[src/rtl/id_hazard_ctrl.sv]
// Hazard and stall scheduler for the IF/ID/EX front end.
// Decodes load-use hazards, data-memory wait states and MEM-stage branch
// flushes into PC / IF/ID / ID/EX enables, the ID/EX bubble and flushes.
// Optional feature macro: HAZ_PERF_CNT_EN (stall / flush performance counters).
module id_hazard_ctrl #(
    parameter int unsigned REG_W       = 5,
    parameter int unsigned MEM_TIMEOUT = 15,
    parameter int unsigned CNT_W       = 16
) (
    input  logic             clk,
    input  logic             rst,
    input  logic [REG_W-1:0] id_rs,
    input  logic [REG_W-1:0] id_rt,
    input  logic             id_uses_rt,
    input  logic             idex_memread,
    input  logic [REG_W-1:0] idex_rt,
    input  logic             mem_busy,
    input  logic             branch_taken,
    output logic             pc_write,
    output logic             ifid_write,
    output logic             ifid_flush,
    output logic             idex_write,
    output logic             idex_bubble,
    output logic             exmem_flush,
    output logic [1:0]       state,
    output logic             mem_timeout,
    output logic [CNT_W-1:0] stall_cycles,
    output logic [CNT_W-1:0] flush_count
);

    localparam int unsigned WAIT_W      = 8;
    localparam logic [WAIT_W-1:0] WAIT_MAX    = '1;
    localparam logic [WAIT_W-1:0] TIMEOUT_LIM = WAIT_W'(MEM_TIMEOUT);

    typedef enum logic [1:0] {
        ST_RUN      = 2'd0,
        ST_LU_STALL = 2'd1,
        ST_MEM_WAIT = 2'd2,
        ST_FLUSH    = 2'd3
    } state_t;

    state_t            state_q;
    state_t            state_nxt;
    logic [WAIT_W-1:0] wait_q;
    logic [WAIT_W-1:0] wait_nxt;
    logic              timeout_q;
    logic              timeout_set;
    logic              lu_hazard;
    logic              rs_match;
    logic              rt_match;

    assign state       = state_q;
    assign mem_timeout = timeout_q;

    // Load in EX whose destination feeds the instruction in ID ($zero never hazards)
    always_comb begin
        rs_match  = (idex_rt == id_rs);
        rt_match  = id_uses_rt && (idex_rt == id_rt);
        lu_hazard = idex_memread && (idex_rt != '0) && (rs_match || rt_match);
    end

    // Next state and Mealy outputs; priority rst > branch_taken > mem_busy > lu_hazard
    always_comb begin
        pc_write    = 1'b1;
        ifid_write  = 1'b1;
        ifid_flush  = 1'b0;
        idex_write  = 1'b1;
        idex_bubble = 1'b0;
        exmem_flush = 1'b0;
        state_nxt   = state_q;
        wait_nxt    = wait_q;
        timeout_set = 1'b0;

        if (rst) begin
            pc_write    = 1'b0;
            ifid_write  = 1'b0;
            ifid_flush  = 1'b1;
            idex_bubble = 1'b1;
            exmem_flush = 1'b1;
            state_nxt   = ST_RUN;
            wait_nxt    = '0;
        end else if (branch_taken) begin
            // PC loads the branch target; squash the wrong-path instructions
            ifid_flush  = 1'b1;
            idex_bubble = 1'b1;
            exmem_flush = 1'b1;
            state_nxt   = ST_FLUSH;
            wait_nxt    = '0;
        end else if (mem_busy) begin
            // Full freeze while the data memory is not ready
            pc_write   = 1'b0;
            ifid_write = 1'b0;
            idex_write = 1'b0;
            state_nxt  = ST_MEM_WAIT;
            if (state_q == ST_MEM_WAIT) begin
                if (wait_q >= TIMEOUT_LIM) begin
                    timeout_set = 1'b1;
                end
                if (wait_q != WAIT_MAX) begin
                    wait_nxt = wait_q + WAIT_W'(1);
                end
            end else begin
                wait_nxt = WAIT_W'(1);
            end
        end else begin
            wait_nxt  = '0;
            state_nxt = ST_RUN;
            // LU_STALL and FLUSH hold a bubble / flushed slot in ID/EX, so only
            // RUN and the cycle leaving MEM_WAIT can see a real load-use hazard
            if (((state_q == ST_RUN) || (state_q == ST_MEM_WAIT)) && lu_hazard) begin
                pc_write    = 1'b0;
                ifid_write  = 1'b0;
                idex_bubble = 1'b1;
                state_nxt   = ST_LU_STALL;
            end
        end
    end

    // State register, memory wait counter and sticky timeout flag
    always_ff @(posedge clk or posedge rst) begin
        if (rst) begin
            state_q   <= ST_RUN;
            wait_q    <= '0;
            timeout_q <= 1'b0;
        end else begin
            state_q <= state_nxt;
            wait_q  <= wait_nxt;
            if (timeout_set) begin
                timeout_q <= 1'b1;
            end
        end
    end

`ifdef HAZ_PERF_CNT_EN
    logic [CNT_W-1:0] stall_q;
    logic [CNT_W-1:0] flush_q;

    assign stall_cycles = stall_q;
    assign flush_count  = flush_q;

    // Saturating counts of stalled cycles and applied branch flushes
    always_ff @(posedge clk or posedge rst) begin
        if (rst) begin
            stall_q <= '0;
            flush_q <= '0;
        end else begin
            if (!pc_write && (stall_q != '1)) begin
                stall_q <= stall_q + CNT_W'(1);
            end
            if (exmem_flush && (flush_q != '1)) begin
                flush_q <= flush_q + CNT_W'(1);
            end
        end
    end
`else
    assign stall_cycles = '0;
    assign flush_count  = '0;
`endif

endmodule

[config.mk]
export PLATFORM = sky130hd
export DESIGN_NAME = id_hazard_ctrl
export DESIGN_NICKNAME = d
export VERILOG_FILES = /design/src/rtl/id_hazard_ctrl.sv
export SDC_FILE = /design/constraint.sdc
export NUM_CORES = 1
export LEC_CHECK = 0
export CAP_MARGIN = 20
export CORE_MARGIN = 8
export CORE_UTILIZATION = 32
export DETAILED_ROUTE_END_ITERATION = 8
export PLACE_DENSITY = 0.85
export RECOVER_POWER = 100
export SLEW_MARGIN = 30
export SYNTH_ARGS = -nofsm -noshare
export SYNTH_HDL_FRONTEND = slang
export SYNTH_SLANG_ARGS = --single-unit
[constraint.sdc]
create_clock -name clk -period 1.8 [get_ports clk]
set_clock_uncertainty 0.05 [all_clocks]
set_input_delay 0.36 -clock clk [delete_from_list [all_inputs] [get_ports clk]]
set_output_delay 0.36 -clock clk [all_outputs]
set_load 0.1 [all_outputs]
==> qor.yml <==
max_fo_critical_path: 2
layout.nets: 167
power.static_leakage_nw: 0.654
drc_errors: 0
r2r-end: "wait_q[0]"
drv.max_cap_violation_count: 0
routed_wire_length_per_instance_um: 15.5
regToRegStartpoint: "wait_q[0]"
ys_types: 31
groute.layer.met1.usage_pct: 9.09
number_of_endpoints_with_negative_hold_slack_in_the_final_report: 0
grt.busiest_layer: "met2"
clock_path_buffers: 2
hpwl_um: 2250
cp.arrival_ps: 1730
drt_first_iter_violations: 28
commonest_non_fill_non_tap_cell_in_the_layout: "sky130_fd_sc_hd__conb_1"
finalCritPeriodShare_pct: 119
worstHoldStart: "mem_timeout"
grt_setup_unrepaired: "true"
cts_buffers: 3
timing.hold.worst_path_depth: 1
floorplan.core_area_um2: 2760
gr-total-overflow: 0
clk-insertion-delay-late_ps: 260
track_usage_pct: 10.7
final_antenna_net_count: 0
dieArea_um2: 4900
clock_tree.htree_level_count: 1
irDropWorstVdd_mv: 0.363
starting_density_of_the_core_pct: 33.8
synthesis.yosys.warnings: 0
crit_type: "input port to primary output"
std_cell_rows: 19
detail_route.first_pass.iterations: 5
final.setup.tns_ps: -988
ioPinCount: 62
cts_tree: "built"
cts-root-buf: "sky130_fd_sc_hd__clkbuf_4"
numClockSinks: 11
antennaDiodeCount: 0
post_route_cells_drive_above_1_share_pct: 30.6
avgViaCountPerCell: 4.70
clkTransAtPathRegs_ps: 70
layout_common_cells: "32 x sky130_fd_sc_hd__conb_1, 10 x sky130_fd_sc_hd__dlygate4sd2_1, 10 x sky130_fd_sc_hd__dfrtp_1"
port-buffer-count: 29
synth_area_leaders: "sky130_fd_sc_hd__dfrtp_1 30%, sky130_fd_sc_hd__buf_4 27%, sky130_fd_sc_hd__xor2_1 8.5%, sky130_fd_sc_hd__xnor2_1 3.8%, sky130_fd_sc_hd__a21oi_1 2.7%"
postLayoutSetupSlackWorst_ps: -340
timing_worst_slew_pin_value_ps: 655
largest_net_degree_at_the_start_of_global_routing: 13
die_h_um: 70.0
clock_period_minus_final_worst_setup_slack_ps: 2140
final_cells: 175
postCtsHoldBufs: 0
synth_area_um2: 932
status: "finished with violations"
synth.ff_latch_count: 11
library_cell_occupying_the_most_area_in_the_post_synthesis_netlist: "sky130_fd_sc_hd__dfrtp_1"
vias: 823
globalRouteMet2Util_pct: 22.3
worstSetupEndpointType: "primary output"
postSynthAreaPerCell_um2: 9.05
timing.reg2reg.worst_path_depth: 5
hold_path_class: "flip-flop to flip-flop"
hold_end: "mem_timeout"
r2r_setup_slack_ps: 100
p_per_area_nw_per_um2: 720
timing_max_transition_violations_final: 0
grt_util_met3_pct: 2.54
antenna_found_initial: 0
timing.final.setup_violations: 3
start_kind: "input port"
fp.dieW_um: 70.0
fmax_mhz: 467
gpl.final_weighted_congestion: 0.819
synth-seq-area-share_pct: 29.5
number_of_cells_produced_by_synthesis: 103
detail_route.wirelength_um: 2720
fraction_of_post_synthesis_cell_area_in_the_top_cell_type_by_area_pct: 29.5
dp_worst_setup_slack_ps: -784
place.detailed.instances: 171
number_of_global_route_vias_before_repair: 935
cts.repair_timing.setup_buffer_count: 0
required_ps: 1390
violations: "negative setup slack"
area_growth_syn_to_layout_pct: 42.7
first_pass_grt_wire_length_um: 4340
slew_headroom_pct: 56.4
## flip-flops by register name (all words and copies together) (netlist names)
register / count
mem_timeout: 1
state: 2
wait_q: 8
## critical path, cell delays in order
cell and delay, ps:
sky130_fd_sc_hd__buf_6 90, sky130_fd_sc_hd__xor2_2 160, sky130_fd_sc_hd__nor4_2 330, sky130_fd_sc_hd__a32oi_2 180, sky130_fd_sc_hd__buf_4 170, sky130_fd_sc_hd__o31ai_4 210, sky130_fd_sc_hd__buf_12 210
## cells in the mapped netlist
cell type	count
sky130_fd_sc_hd__and3_1	2
sky130_fd_sc_hd__a32oi_1	1
sky130_fd_sc_hd__buf_4	34
sky130_fd_sc_hd__a311oi_1	1
sky130_fd_sc_hd__dfrtp_1	11
sky130_fd_sc_hd__and2_1	1
sky130_fd_sc_hd__inv_1	3
sky130_fd_sc_hd__a21oi_1	5
sky130_fd_sc_hd__nand4_1	1
sky130_fd_sc_hd__nand2_1	2
sky130_fd_sc_hd__o21ai_2	1
sky130_fd_sc_hd__a31oi_1	2
sky130_fd_sc_hd__or4_1	1
sky130_fd_sc_hd__mux2i_1	1
sky130_fd_sc_hd__and4_1	1
sky130_fd_sc_hd__ha_1	1
sky130_fd_sc_hd__o31ai_1	1
sky130_fd_sc_hd__o21bai_1	1
sky130_fd_sc_hd__nor3_1	3
sky130_fd_sc_hd__conb_1	1
sky130_fd_sc_hd__xor2_1	9
sky130_fd_sc_hd__nor2b_1	2
sky130_fd_sc_hd__nand3_1	2
sky130_fd_sc_hd__nor4_2	1
sky130_fd_sc_hd__nor2_1	5
sky130_fd_sc_hd__or2_2	1
sky130_fd_sc_hd__o311a_1	1
sky130_fd_sc_hd__o41ai_2	1
sky130_fd_sc_hd__a211oi_1	2
sky130_fd_sc_hd__xnor2_1	4
sky130_fd_sc_hd__nand2b_1	1
## worst max path at each step
| stage | slack, ps | depth (start not counted) | startpoint | endpoint |
|---|---|---|---|---|
| final | -340 | 7 | id_rt[2] | idex_bubble |
| after detailed placement | -780 | 7 | idex_rt[3] | idex_bubble |
| after floorplan | -500 | 4 | idex_rt[3] | idex_bubble |
| after CTS | -340 | 7 | id_rt[2] | idex_bubble |
| after global placement | -660 | 7 | idex_rt[3] | idex_bubble |
| after global routing | -390 | 7 | id_rt[2] | idex_bubble |
## cell type report
cell class                 instances  area [um^2]
fill                             252         1430
timing repair buffer              40          385
sequential                        11          277
multi-input combinational         86          588
tap                               31         38.8
clock buffer                       4         26.3
inverter                           3         15.0
## metrics by stage
| step | hold WS [ps] | utilization [%] | instance area [um^2] | power, W |
|---|---|---|---|---|
| after floorplan | 186 | - | 1120 | 0.000740 |
| after global placement | 452 | 48.7 | 1340 | 0.000801 |
| after detailed placement | 483 | 48.7 | 1340 | 0.000807 |
| after CTS | 313 | 50.1 | 1380 | 0.000971 |
| after global routing | 453 | 48.2 | 1330 | 0.000994 |
| final | 425 | 48.2 | 1330 | 0.000958 |
## kinds of logic after synthesis
| logic type | synth area share, % |
|---|---|
| and+or+nand+nor | 14.0 |
| AOI/OAI and AO/OA | 12.9 |
| DFF | 29.5 |
| xor gates and xnor gates | 12.2 |
| muxes | 1.07 |
| other | 0.402 |
| buffers and inverters | 28.6 |
| adders and majority gates | 1.34 |
## where the power goes
part           switching (W)  internal, W  leakage, nW
logic               0.000441    0.0000988        0.490
clock network      0.0000785    0.0000854       0.0150
registers         0.00000286     0.000251        0.149
## repair_timing
| action | 4_1_cts | 5_1_grt |
|---|---|---|
| gates cloned | 0 | 0 |
| setup endpoints to repair | 7 | 3 |
| gates resized for setup | 46 | 0 |
| pin swaps | 12 | 0 |
## metal layers
layer  part of all wire [%]  wire length [um]
met5                      0                 0
met1                     33               890
met2                     60              1630
met3                    5.5               151
met4                    1.9                52
Note: power is estimated with default switching activity, not from simulation.
